<file path="src/rtl/wb_pipe_stage_if.sv">
// MEM->WB boundary bundle: M-stage inputs, stall/flush control, hazard queries
// and the W-stage results.
interface wb_pipe_stage_if #(
  parameter int unsigned DATA_WIDTH             = 32,
  parameter int unsigned REGISTER_ADDRESS_WIDTH = 5
);
  logic                              StallW;
  logic                              FlushW;
  logic                              ValidM;
  logic                              RegWriteM;
  logic [1:0]                        ResultSrcM;
  logic [DATA_WIDTH-1:0]             ALUResultM;
  logic [DATA_WIDTH-1:0]             ReadDataM;
  logic [REGISTER_ADDRESS_WIDTH-1:0] RdM;
  logic [DATA_WIDTH-1:0]             PCPlus4M;
  logic [REGISTER_ADDRESS_WIDTH-1:0] Rs1Q;
  logic [REGISTER_ADDRESS_WIDTH-1:0] Rs2Q;

  logic                              ValidW;
  logic                              RegWriteW;
  logic [REGISTER_ADDRESS_WIDTH-1:0] RdW;
  logic [DATA_WIDTH-1:0]             ResultW;
  logic [DATA_WIDTH-1:0]             ALUResultW;
  logic [DATA_WIDTH-1:0]             ReadDataW;
  logic [DATA_WIDTH-1:0]             PCPlus4W;
  logic                              Rs1PendW;
  logic                              Rs2PendW;

  modport master (
    output StallW, FlushW, ValidM, RegWriteM, ResultSrcM, ALUResultM,
           ReadDataM, RdM, PCPlus4M, Rs1Q, Rs2Q,
    input  ValidW, RegWriteW, RdW, ResultW, ALUResultW, ReadDataW,
           PCPlus4W, Rs1PendW, Rs2PendW
  );

  modport slave (
    input  StallW, FlushW, ValidM, RegWriteM, ResultSrcM, ALUResultM,
           ReadDataM, RdM, PCPlus4M, Rs1Q, Rs2Q,
    output ValidW, RegWriteW, RdW, ResultW, ALUResultW, ReadDataW,
           PCPlus4W, Rs1PendW, Rs2PendW
  );
endinterface

</file>
<file path="src/rtl/wb_pipe_stage.sv">
// Parametrised MEM->WB pipeline register (1..4 stages) with stall, flush,
// per-stage valid tracking, writeback result mux and in-flight write lookup.
module wb_pipe_stage #(
  parameter int unsigned DATA_WIDTH             = 32,
  parameter int unsigned REGISTER_ADDRESS_WIDTH = 5,
  parameter int unsigned STAGES                 = 1
) (
  input logic            clk,
  input logic            rst,
  wb_pipe_stage_if.slave bus
);

  if (STAGES < 1 || STAGES > 4) begin : g_bad_stages
    $error("wb_pipe_stage: STAGES must be in 1..4");
  end

  typedef struct packed {
    logic                              valid;
    logic                              reg_write;
    logic [1:0]                        result_src;
    logic [DATA_WIDTH-1:0]             alu_result;
    logic [DATA_WIDTH-1:0]             read_data;
    logic [REGISTER_ADDRESS_WIDTH-1:0] rd;
    logic [DATA_WIDTH-1:0]             pc_plus4;
  } stage_t;

  stage_t stage_q [STAGES];
  stage_t entry;
  stage_t last;

  always_comb begin
    entry            = '0;
    entry.valid      = bus.ValidM;
    entry.reg_write  = bus.RegWriteM;
    entry.result_src = bus.ResultSrcM;
    entry.alu_result = bus.ALUResultM;
    entry.read_data  = bus.ReadDataM;
    entry.rd         = bus.RdM;
    entry.pc_plus4   = bus.PCPlus4M;
  end

  // Flush only rewrites the entry stage; later stages still obey StallW.
  always_ff @(posedge clk) begin
    if (rst) begin
      for (int unsigned i = 0; i < STAGES; i++) begin
        stage_q[i] <= '0;
      end
    end else begin
      if (bus.FlushW) begin
        stage_q[0] <= '0;
      end else if (!bus.StallW) begin
        stage_q[0] <= entry;
      end
      if (!bus.StallW) begin
        for (int unsigned i = 1; i < STAGES; i++) begin
          stage_q[i] <= stage_q[i-1];
        end
      end
    end
  end

  assign last = stage_q[STAGES-1];

  always_comb begin
    bus.ValidW     = last.valid;
    bus.RegWriteW  = last.valid & last.reg_write & (last.rd != '0);
    bus.RdW        = last.rd;
    bus.ALUResultW = last.alu_result;
    bus.ReadDataW  = last.read_data;
    bus.PCPlus4W   = last.pc_plus4;
    bus.ResultW    = '0;
    case (last.result_src)
      2'b00:   bus.ResultW = last.alu_result;
      2'b01:   bus.ResultW = last.read_data;
      2'b10:   bus.ResultW = last.pc_plus4;
      default: bus.ResultW = '0;
    endcase
  end

  // Every stage, including the output one, counts as a pending writer.
  always_comb begin
    logic hit1;
    logic hit2;
    hit1 = 1'b0;
    hit2 = 1'b0;
    for (int unsigned i = 0; i < STAGES; i++) begin
      if (stage_q[i].valid && stage_q[i].reg_write) begin
        if (stage_q[i].rd == bus.Rs1Q) hit1 = 1'b1;
        if (stage_q[i].rd == bus.Rs2Q) hit2 = 1'b1;
      end
    end
    bus.Rs1PendW = hit1 & (bus.Rs1Q != '0);
    bus.Rs2PendW = hit2 & (bus.Rs2Q != '0);
  end

endmodule
</file>
<file path="src/flat_wrapper.sv">
// flat-port wrapper written by rule: the top's interface ports become plain ports
module wb_pipe_stage_flat 
#(
  parameter int unsigned DATA_WIDTH             = 32,
  parameter int unsigned REGISTER_ADDRESS_WIDTH = 5,
  parameter int unsigned STAGES                 = 1
)
  (clk, rst, bus_StallW, bus_FlushW, bus_ValidM, bus_RegWriteM, bus_ResultSrcM, bus_ALUResultM, bus_ReadDataM, bus_RdM, bus_PCPlus4M, bus_Rs1Q, bus_Rs2Q, bus_ValidW, bus_RegWriteW, bus_RdW, bus_ResultW, bus_ALUResultW, bus_ReadDataW, bus_PCPlus4W, bus_Rs1PendW, bus_Rs2PendW);
  wb_pipe_stage_if #(.DATA_WIDTH(DATA_WIDTH), .REGISTER_ADDRESS_WIDTH(REGISTER_ADDRESS_WIDTH)) bus_i ();
  input logic clk;
  input logic rst;
  input wire logic [$bits(bus_i.StallW)-1:0] bus_StallW;
  input wire logic [$bits(bus_i.FlushW)-1:0] bus_FlushW;
  input wire logic [$bits(bus_i.ValidM)-1:0] bus_ValidM;
  input wire logic [$bits(bus_i.RegWriteM)-1:0] bus_RegWriteM;
  input wire logic [$bits(bus_i.ResultSrcM)-1:0] bus_ResultSrcM;
  input wire logic [$bits(bus_i.ALUResultM)-1:0] bus_ALUResultM;
  input wire logic [$bits(bus_i.ReadDataM)-1:0] bus_ReadDataM;
  input wire logic [$bits(bus_i.RdM)-1:0] bus_RdM;
  input wire logic [$bits(bus_i.PCPlus4M)-1:0] bus_PCPlus4M;
  input wire logic [$bits(bus_i.Rs1Q)-1:0] bus_Rs1Q;
  input wire logic [$bits(bus_i.Rs2Q)-1:0] bus_Rs2Q;
  output wire logic [$bits(bus_i.ValidW)-1:0] bus_ValidW;
  output wire logic [$bits(bus_i.RegWriteW)-1:0] bus_RegWriteW;
  output wire logic [$bits(bus_i.RdW)-1:0] bus_RdW;
  output wire logic [$bits(bus_i.ResultW)-1:0] bus_ResultW;
  output wire logic [$bits(bus_i.ALUResultW)-1:0] bus_ALUResultW;
  output wire logic [$bits(bus_i.ReadDataW)-1:0] bus_ReadDataW;
  output wire logic [$bits(bus_i.PCPlus4W)-1:0] bus_PCPlus4W;
  output wire logic [$bits(bus_i.Rs1PendW)-1:0] bus_Rs1PendW;
  output wire logic [$bits(bus_i.Rs2PendW)-1:0] bus_Rs2PendW;
  assign bus_i.StallW = bus_StallW;
  assign bus_i.FlushW = bus_FlushW;
  assign bus_i.ValidM = bus_ValidM;
  assign bus_i.RegWriteM = bus_RegWriteM;
  assign bus_i.ResultSrcM = bus_ResultSrcM;
  assign bus_i.ALUResultM = bus_ALUResultM;
  assign bus_i.ReadDataM = bus_ReadDataM;
  assign bus_i.RdM = bus_RdM;
  assign bus_i.PCPlus4M = bus_PCPlus4M;
  assign bus_i.Rs1Q = bus_Rs1Q;
  assign bus_i.Rs2Q = bus_Rs2Q;
  assign bus_ValidW = bus_i.ValidW;
  assign bus_RegWriteW = bus_i.RegWriteW;
  assign bus_RdW = bus_i.RdW;
  assign bus_ResultW = bus_i.ResultW;
  assign bus_ALUResultW = bus_i.ALUResultW;
  assign bus_ReadDataW = bus_i.ReadDataW;
  assign bus_PCPlus4W = bus_i.PCPlus4W;
  assign bus_Rs1PendW = bus_i.Rs1PendW;
  assign bus_Rs2PendW = bus_i.Rs2PendW;
  wb_pipe_stage #(.DATA_WIDTH(DATA_WIDTH), .REGISTER_ADDRESS_WIDTH(REGISTER_ADDRESS_WIDTH), .STAGES(STAGES)) u_core (.clk(clk), .rst(rst), .bus(bus_i));
endmodule
</file>
<file path="config.mk">
export PLATFORM = sky130hd
export DESIGN_NAME = wb_pipe_stage_flat
export DESIGN_NICKNAME = d
export VERILOG_FILES = /design/src/rtl/wb_pipe_stage_if.sv /design/src/rtl/wb_pipe_stage.sv /design/src/flat_wrapper.sv
export SDC_FILE = /design/constraint.sdc
export NUM_CORES = 1
export LEC_CHECK = 0
export CAP_MARGIN = 5
export CORE_ASPECT_RATIO = 2
export CORE_MARGIN = 2
export CORE_UTILIZATION = 38
export DETAILED_ROUTE_END_ITERATION = 8
export PLACE_DENSITY = 0.78
export SYNTH_ARGS = -nofsm -noshare
export SYNTH_HDL_FRONTEND = slang
export SYNTH_SLANG_ARGS = --single-unit
</file>
<file path="constraint.sdc">
create_clock -name clk -period 3.3 [get_ports clk]
set_input_delay 0.66 -clock clk [delete_from_list [all_inputs] [get_ports clk]]
set_output_delay 0.66 -clock clk [all_outputs]
set_load 0.02 [all_outputs]
</file>
# [Yosys cells after proc, flatten, opt, wreduce, memory -nomap -nowiden]
# Memory sizes are Yosys's and may differ from the RTL's.
# Cells that the tools add are included.
[classes] eq_ne=4 mux=18 bitwise_logic=4 n_reduce_logical=7
[op_table] cell="$mux 105" count=2
[op_table] cell="$reduce_or 105->1" count=2
[op_table] cell="$pmux 32 s3" count=1
[op_table] cell="$mux 1" count=15
[op_table] cell="$reduce_bool 5->1" count=3
[op_table] cell="$eq 5x5->1" count=2
[op_table] cell="$and 1x1->1" count=4
[op_table] cell="$eq 2x1->1 const B" count=1
[op_table] cell="$eq 2x2->1 const B" count=1
[op_table] cell="$logic_not 2->1" count=1
[op_table] cell="$logic_and 1x1->1" count=1
[word_totals] ff_bits=0 ram_bits=105 output_inout_bits=137 memories=1
[memory_table] name="u_core.stage_q" depth=1 word_bits=105 rd=1 rd_ports_with_merged_regs=0 write_ports=1 line_no="wb_pipe_stage.sv:27" text="stage_t stage_q [STAGES];"

# [Depth between registers and ports, before layout]
# Gate-level depths: netlist of run 1.
[logic_depth] word_depth=6 ltp_mapped=6

# [Least setup slack after synthesis of run 1]
# No wires, ideal clock.
[synth_path] path_type="input to register" startpoint="input bus_FlushW" endpoint="memory u_core.stage_q[0][0] (netlist name) (enable)" setup_ns=0.964 arrival_time_ns=2.459 slack_ns=-0.123 stages=2 path_buffers=0 path_cell_list="nor2_1 nand2_1"
[synth_via] elab_chain_cells=6 elab_cells_between_ends=10 cone_classes="8 x mux; 2 x reduce/logical"
[synth_rtl] element="start: declaration" line_no="flat_wrapper.sv:13" text="input wire logic [$bits(bus_i.FlushW)-1:0] bus_FlushW;"
[synth_rtl] element="$mux 1" line_no="wb_pipe_stage.sv:49" text="if (bus.FlushW) begin"
[synth_rtl] element="$mux 1" line_no="wb_pipe_stage.sv:44" text="if (rst) begin"
[synth_rtl] element="$mux 1 (implied by the code)" line_no="wb_pipe_stage.sv:50" text="stage_q[0] <= '0;"
[synth_rtl] element="$reduce_or 105->1 (no line)"
[synth_rtl] element="$mux 1 (no line)"
[synth_rtl] element="$mux 1 (no line) (*)"
[synth_rtl] element="end: declaration" line_no="wb_pipe_stage.sv:27"
# Every way passes the cells marked *; elsewhere a longest branch is shown, timed or not.

# [Worst setup path in the final report of run 1]
[layout_path] startpoint="input bus_Rs1Q[0]" endpoint="output bus_Rs1PendW"
[layout_via] elab_chain_cells=4 elab_cells_between_ends=5 cone_classes="1 x eq/ne; 2 x mux; 1 x bitwise; 1 x reduce/logical"
[layout_rtl] element="start: declaration" line_no="flat_wrapper.sv:21" text="input wire logic [$bits(bus_i.Rs1Q)-1:0] bus_Rs1Q;"
[layout_rtl] element="$eq 5x5->1" line_no="wb_pipe_stage.sv:88" text="if (stage_q[i].rd == bus.Rs1Q) hit1 = 1'b1;"
[layout_rtl] element="$mux 1" line_no="wb_pipe_stage.sv:88"
[layout_rtl] element="$mux 1" line_no="wb_pipe_stage.sv:87" text="if (stage_q[i].valid && stage_q[i].reg_write) begin"
[layout_rtl] element="$and 1x1->1 (*)" line_no="wb_pipe_stage.sv:92" text="bus.Rs1PendW = hit1 & (bus.Rs1Q != '0);"
[layout_rtl] element="end: declaration" line_no="flat_wrapper.sv:30" text="output wire logic [$bits(bus_i.Rs1PendW)-1:0] bus_Rs1PendW;"
# Marked as above.

==> reports/results.ini, run 1 <==
[min_path]
worstHoldPathType=primary input to flip-flop
worstHoldPathCells=2
hold_path_end=u_core.stage_q[0][42]
holdCritStartpoint=bus_ReadDataM[5]

[pwr]
total_leakage_power_nw=2.88
vdd_drop_max_mv=0.253
powerDensity_mw_per_mm2=430

[sta]
period_share_pct=93.2
fin_tns_setup_ns=0
timing.final.setup_violations=0
rsz0062_at_grt=no
slew_headroom_pct=59.0
layout_min_cycle_time_ns=3.07
max_clock_freq_mhz=325
pins_over_slew_limit=0
tightestPinTransition_ns=0.614
finalHoldViolations=0

[floorplanning]
ioPinCount=256
floorplan.initialDensity_pct=39.0
floorplan.die_area_sq_mm=0.0154
die_height_microns=173
num_rows=61
core_sq_mm=0.0140
die_width_microns=88.6

[critical_path]
worst-setup-path-type=primary input to output port
endpoint_kind=output port
cp.arrival_ns=2.41
timing.critical_path.from_type=primary input
timing.critical_path.required_ns=2.64
worstPathMaxFanout=2

[global_route]
grt_max_degree=78
grt_pass1_wl_microns=21000
grt_util_all_layers_pct=18.3
first_global_vias=3981
global_route.overflow_total=0
number_of_antenna_violations_at_the_first_check_in_global_routing=0

[clocking]
root_buffer=sky130_fd_sc_hd__clkbuf_16
cts_buffers=9
cts_tree=built
path_clk_slew_ns=0.08
clock_tree.buffer_depth=2
cts_hold_buffers=0
cts_sinks=105
post-cts-setup-buffers=0
cts_repair_resize_count=0
cts.htree.levels=3

[synth]
synthXorXnorAreaFrac_pct=1.45
syn-mean-instance-area_sq_um=12.0
synth.lib_cells_used.distinct=21
synthesis.yosys.warnings=0
ys_seq_area_share_pct=57.9
portion_of_netlist_area_occupied_by_mux_cells_pct=5.88
ys_ff_latch=105
syn-instance-count=453
syn-num-nets=572
post_synth_and_or_nand_nor_area_fraction_pct=15.8
synth-compound-area-share_pct=3.22
synth_fa_ha_area_share_pct=0
synth.cell_area_sq_mm=0.00545
synth_top_family_by_area=simple AND/OR/NAND/NOR gates

[detailed_routing]
wirelength_microns=13900
routedWlPerCell_microns=17.4
vias=3615
routed_via_density=4.53
length_of_the_first_detailed_routing_pass_in_iterations=4
postRouteAntennaNets=0
detail_route.drc_violations=0
drt_iter0_markers=119

[placed_design]
port_buffers=255
detailedPlacementHpwl_microns=10700
dpl-instance-area_sq_mm=0.00749
globalplace.congestion=0.867

[job]
maxCapViolations=0

[cells_and_area]
final_nets=723
top_register=u_core.stage_q
post-route-cell-area_sq_mm=0.00779
antennaDiodeCount=0
final.fill_count=1172
largest_register_ff_count=105
biggest_regs=u_core.stage_q: 105 flops
area.growth.synth_to_final_pct=43.0
post_route_cells_drive_above_1_share_pct=4.27

[status]
status=completed

==> worst max-delay path, cell delays in order <==
cell	delay, ns
sky130_fd_sc_hd__clkdlybuf4s50_1	0.44
sky130_fd_sc_hd__or4_1	0.54
sky130_fd_sc_hd__a21oi_1	0.15
sky130_fd_sc_hd__nor3_1	0.08
sky130_fd_sc_hd__clkdlybuf4s50_1	0.54
==> layer usage <==
layer	vias up	routed length, microns	GRT usage [%]
met2	149	8150	34.9
met1	1708	4450	17.4
met5	-	0	0
met4	0	427	7.51
li1	1733	-	-
met3	25	888	4.81
==> per-stage QoR <==
step / power (W) / hold WS (ns) / util, % / std cells / setup slack [ns]
4_1_cts: 0.00339 / 0.959 / 55.8 / 798 / 0.217
3_3_place_gp: 0.00230 / 1.31 / 53.6 / 782 / 0.255
2_1_floorplan: 0.00199 / 0.858 / - / 453 / 0.910
5_1_grt: 0.00348 / 0.968 / 55.8 / 798 / 0.111
6_report: 0.00335 / 0.971 / 55.8 / 798 / 0.226
3_5_place_dp: 0.00232 / 1.32 / 53.6 / 782 / 0.228
==> where the power goes <==
group / switching (W) / internal [W] / total [W] / leakage (nW)
combinational: 0.000306 / 0.000369 / 0.000675 / 1.53
clock: 0.000477 / 0.000596 / 0.00107 / 0.149
sequential: 0.0000527 / 0.00155 / 0.00160 / 1.21
total: 0.000836 / 0.00252 / 0.00335 / 2.88
==> worst max path at each step <==
stage | from | endpoint | cells after the start
2_1_floorplan | bus_FlushW | u_core.stage_q[0][0] | 2
4_1_cts | bus_Rs1Q[0] | bus_Rs1PendW | 5
6_report | bus_Rs1Q[0] | bus_Rs1PendW | 5
5_1_grt | u_core.stage_q[0][101] | bus_ResultW[11] | 5
3_5_place_dp | bus_Rs1Q[0] | bus_Rs1PendW | 5
3_3_place_gp | bus_Rs1Q[0] | bus_Rs1PendW | 5
==> cells in the mapped netlist <==
master,instances,area [sq um]
sky130_fd_sc_hd__mux2i_1,32,320
sky130_fd_sc_hd__xor2_1,3,26.3
sky130_fd_sc_hd__clkbuf_1,10,37.5
sky130_fd_sc_hd__xnor2_1,6,52.6
sky130_fd_sc_hd__nor2b_1,1,6.26
sky130_fd_sc_hd__and2_1,106,663
sky130_fd_sc_hd__o21ai_0,32,160
sky130_fd_sc_hd__nand2_1,33,124
sky130_fd_sc_hd__o311a_1,1,10.0
sky130_fd_sc_hd__nor2_1,2,7.51
sky130_fd_sc_hd__clkbuf_2,4,20.0
sky130_fd_sc_hd__buf_4,102,766
sky130_fd_sc_hd__nor3_4,1,16.3
sky130_fd_sc_hd__buf_2,7,35.0
sky130_fd_sc_hd__nor3_1,2,10.0
sky130_fd_sc_hd__a21oi_1,1,5.00
sky130_fd_sc_hd__or4_1,1,7.51
sky130_fd_sc_hd__or3_1,1,6.26
sky130_fd_sc_hd__and4_1,1,8.76
sky130_fd_sc_hd__edfxtp_1,105,3150
sky130_fd_sc_hd__nand3_1,2,10.0
==> cells by family after synthesis <==
| kind of cell | Yosys count |
|---|---|
| xor gates and xnor gates | 9 |
| muxes | 32 |
| AOI/OAI and AO/OA | 34 |
| and+or+nand+nor | 150 |
| DFF | 105 |
| buffers and inverters | 123 |
==> area by class of cell <==
class | instances | area (sq um) | area share, %
Tap cell | 189 | 236 | 3.04
Clock inverter | 7 | 73.8 | 0.948
Multi-Input combinational cell | 225 | 1450 | 18.6
Sequential cell | 105 | 3150 | 40.5
Clock buffer | 9 | 225 | 2.89
Timing Repair Buffer | 263 | 2650 | 34.0
==> placed cells by master (no fill, tap or decap) <==
| master | n |
|---|---|
| sky130_fd_sc_hd__o21ai_0 | 32 |
| sky130_fd_sc_hd__or4_1 | 1 |
| sky130_fd_sc_hd__nor2_1 | 2 |
| sky130_fd_sc_hd__nand2_4 | 1 |
| sky130_fd_sc_hd__inv_6 | 4 |
| sky130_fd_sc_hd__clkinv_1 | 1 |
| sky130_fd_sc_hd__bufinv_16 | 1 |
| sky130_fd_sc_hd__buf_12 | 3 |
| sky130_fd_sc_hd__a21oi_1 | 1 |
| sky130_fd_sc_hd__mux2i_1 | 32 |
| sky130_fd_sc_hd__and2_1 | 106 |
| sky130_fd_sc_hd__xnor2_1 | 6 |
| sky130_fd_sc_hd__and4_1 | 1 |
| sky130_fd_sc_hd__nand3_1 | 2 |
| sky130_fd_sc_hd__or3_1 | 1 |
| sky130_fd_sc_hd__edfxtp_1 | 105 |
| sky130_fd_sc_hd__nor3_4 | 1 |
| sky130_fd_sc_hd__nand2_1 | 32 |
| sky130_fd_sc_hd__nor2b_4 | 1 |
| sky130_fd_sc_hd__clkinv_2 | 1 |
| sky130_fd_sc_hd__nor3_1 | 2 |
| sky130_fd_sc_hd__buf_4 | 5 |
| sky130_fd_sc_hd__clkbuf_16 | 9 |
| sky130_fd_sc_hd__o311a_1 | 1 |
| sky130_fd_sc_hd__clkdlybuf4s50_1 | 255 |
| sky130_fd_sc_hd__xor2_1 | 3 |
Power figures use the tool's default switching activity.
==> run 2: changes to the inputs <==
--- a/config.mk
+++ b/config.mk
@@ -8,7 +8,7 @@
 export CAP_MARGIN = 5
 export CORE_ASPECT_RATIO = 2
 export CORE_MARGIN = 2
-export CORE_UTILIZATION = 38
+export CORE_UTILIZATION = 40
 export DETAILED_ROUTE_END_ITERATION = 8
 export PLACE_DENSITY = 0.78
 export SYNTH_ARGS = -nofsm -noshare
==> constraint.sdc (replaced) <==
create_clock -name clk -period 2.85 [get_ports clk]
set_input_delay 0.57 -clock clk [delete_from_list [all_inputs] [get_ports clk]]
set_output_delay 0.57 -clock clk [all_outputs]
set_load 0.02 [all_outputs]
==> reports/results.ini, run 2 (synthesis gave the netlist of run 1 again) <==
[status]
status=completed

[critical_path]
worstPathMaxFanout=4
cp.arrival_ns=2.22
timing.critical_path.required_ns=2.28
timing.critical_path.slowest_stage_cell=sky130_fd_sc_hd__clkdlybuf4s50_1
timing.critical_path.from_type=flip-flop
endpoint_kind=output port
max_stage_delay_ns=0.54
worst-setup-path-type=flip-flop to output port
critical_path.cell_chain=or3_1 > o311a_1 > and4_1 > clkdlybuf4s50_1

[global_route]
number_of_antenna_violations_at_the_first_check_in_global_routing=0
first_global_vias=3990
grt_max_degree=69
grt_pass1_wl_microns=20700
grt_util_all_layers_pct=18.8
global_route.overflow_total=0

[cells_and_area]
top_register=u_core.stage_q
area.growth.synth_to_final_pct=42.2
largest_register_ff_count=105
register_area_sq_mm=0.00315
layout.cells.most_common=sky130_fd_sc_hd__clkdlybuf4s50_1
biggest_regs=u_core.stage_q: 105 flops
post-route-cell-area_sq_mm=0.00774
post_route_cells_drive_above_1_share_pct=4.11
layout_common_cells=254 x sky130_fd_sc_hd__clkdlybuf4s50_1, 106 x sky130_fd_sc_hd__and2_1, 105 x sky130_fd_sc_hd__edfxtp_1
multiInputGateArea_sq_mm=0.00145
antennaDiodeCount=0
final_nets=724
final.fill_count=1098

[clocking]
clock_tree.buffer_depth=2
root_buffer=sky130_fd_sc_hd__clkbuf_16
post-cts-setup-buffers=0
cts.htree.levels=3
cts_buffers=9
path_clk_slew_ns=0.08
cts_sinks=105
cts_tree=built
cts_hold_buffers=0

[floorplanning]
die_width_microns=86.5
floorplan.die_area_sq_mm=0.0146
die_height_microns=169
core_sq_mm=0.0134
num_rows=60
floorplan.initialDensity_pct=40.7
ioPinCount=256

[detailed_routing]
vias=3643
drt_iter0_markers=179
routedLengthMet1_microns=4580
routedWlPerCell_microns=18.0
detail_route.drc_violations=0
routed_via_density=4.77
dr_wl_met2_microns=7800
maxUsedRoutingLayer=met4
length_of_the_first_detailed_routing_pass_in_iterations=4
wirelength_microns=13700
postRouteAntennaNets=0
met3_length_microns=844

[placed_design]
globalplace.congestion=0.813
detailedPlacementHpwl_microns=10100
dpl-instance-area_sq_mm=0.00745
port_buffers=255

[sta]
max_clock_freq_mhz=359
layout_min_cycle_time_ns=2.79
rsz0062_at_grt=no
tightestPinTransition_ns=0.552
finalHoldViolations=0
slew_headroom_pct=63.2
timing.final.setup_violations=0
pins_over_slew_limit=0
fin_tns_setup_ns=0
period_share_pct=97.8

[pwr]
pwr-share-seq_pct=48.1
netSwitchingFraction_pct=24.7
total_leakage_power_nw=2.89
total_switching_power_w=0.000950
power.share.combinational_pct=20.4
vdd_drop_max_mv=0.328
clk_network_pwr_share_pct=31.5
internal_power_w=0.00290
powerDensity_mw_per_mm2=497

[job]
maxCapViolations=0

[min_path]
worstHoldPathType=primary input to flip-flop
worstHoldPathCells=2

run 2: power groups by stage:
stage | clock (W) | combinational, W | sequential [W]
after floorplan | 0 | 0.000439 | 0.00187
after global placement | 0 | 0.000782 | 0.00188
after detailed placement | 0 | 0.000791 | 0.00189
after CTS | 0.00124 | 0.000794 | 0.00185
after global routing | 0.00130 | 0.000832 | 0.00186
final | 0.00121 | 0.000785 | 0.00185
run 2: worst paths after layout:
check	from	to	slack, ns
min	bus_ReadDataM[22]	u_core.stage_q[0][59]	0.88
max	u_core.stage_q[0][32]	bus_Rs2PendW	0.06
run 2: layout make-up:
| class | instances | area share (%) |
|---|---|---|
| clock buffer | 10 | 2.96 |
| clock inverter | 5 | 0.743 |
| multi-input combinational | 225 | 18.7 |
| sequential | 105 | 40.7 |
| tap | 155 | 2.50 |
| timing repair buffer | 264 | 34.4 |
run 2: through the flow:
stage               hold WS, ns  util [%]  setup slack (ns)  std cells  power [W]
finish                    0.878      57.9            0.0621        764    0.00385
CTS                       0.866      57.9            0.0177        764    0.00389
global placement           1.22      55.8            0.0173        749    0.00266
global route              0.874      57.9          0.000262        764    0.00399
detailed placement         1.23      55.8            0.0140        749    0.00268
floorplan                 0.768         -             0.550        453    0.00231
run 2: critical path: cells and delay by family (launching register included):
family / cells / cell delay (ns)
AO/OA/AOI/OAI: 1 / 0.32
buffers and inverters: 1 / 0.54
flip-flops: 1 / 0.46
AND/OR/NAND/NOR: 2 / 0.55
run 2: what timing repair did:
item | 4_1_cts | 5_1_grt
hold endpoints to repair | 0 | 0
gates resized for setup | 0 | 1
endpoints found under the setup margin | 0 | 1
run 2: layer usage:
metal  track usage (%)  vias to the layer above
met4              9.31                        0
met3              5.02                       35
met1              18.4                     1705
met2              35.2                      172
met5                 0                        -
li1                  -                     1731
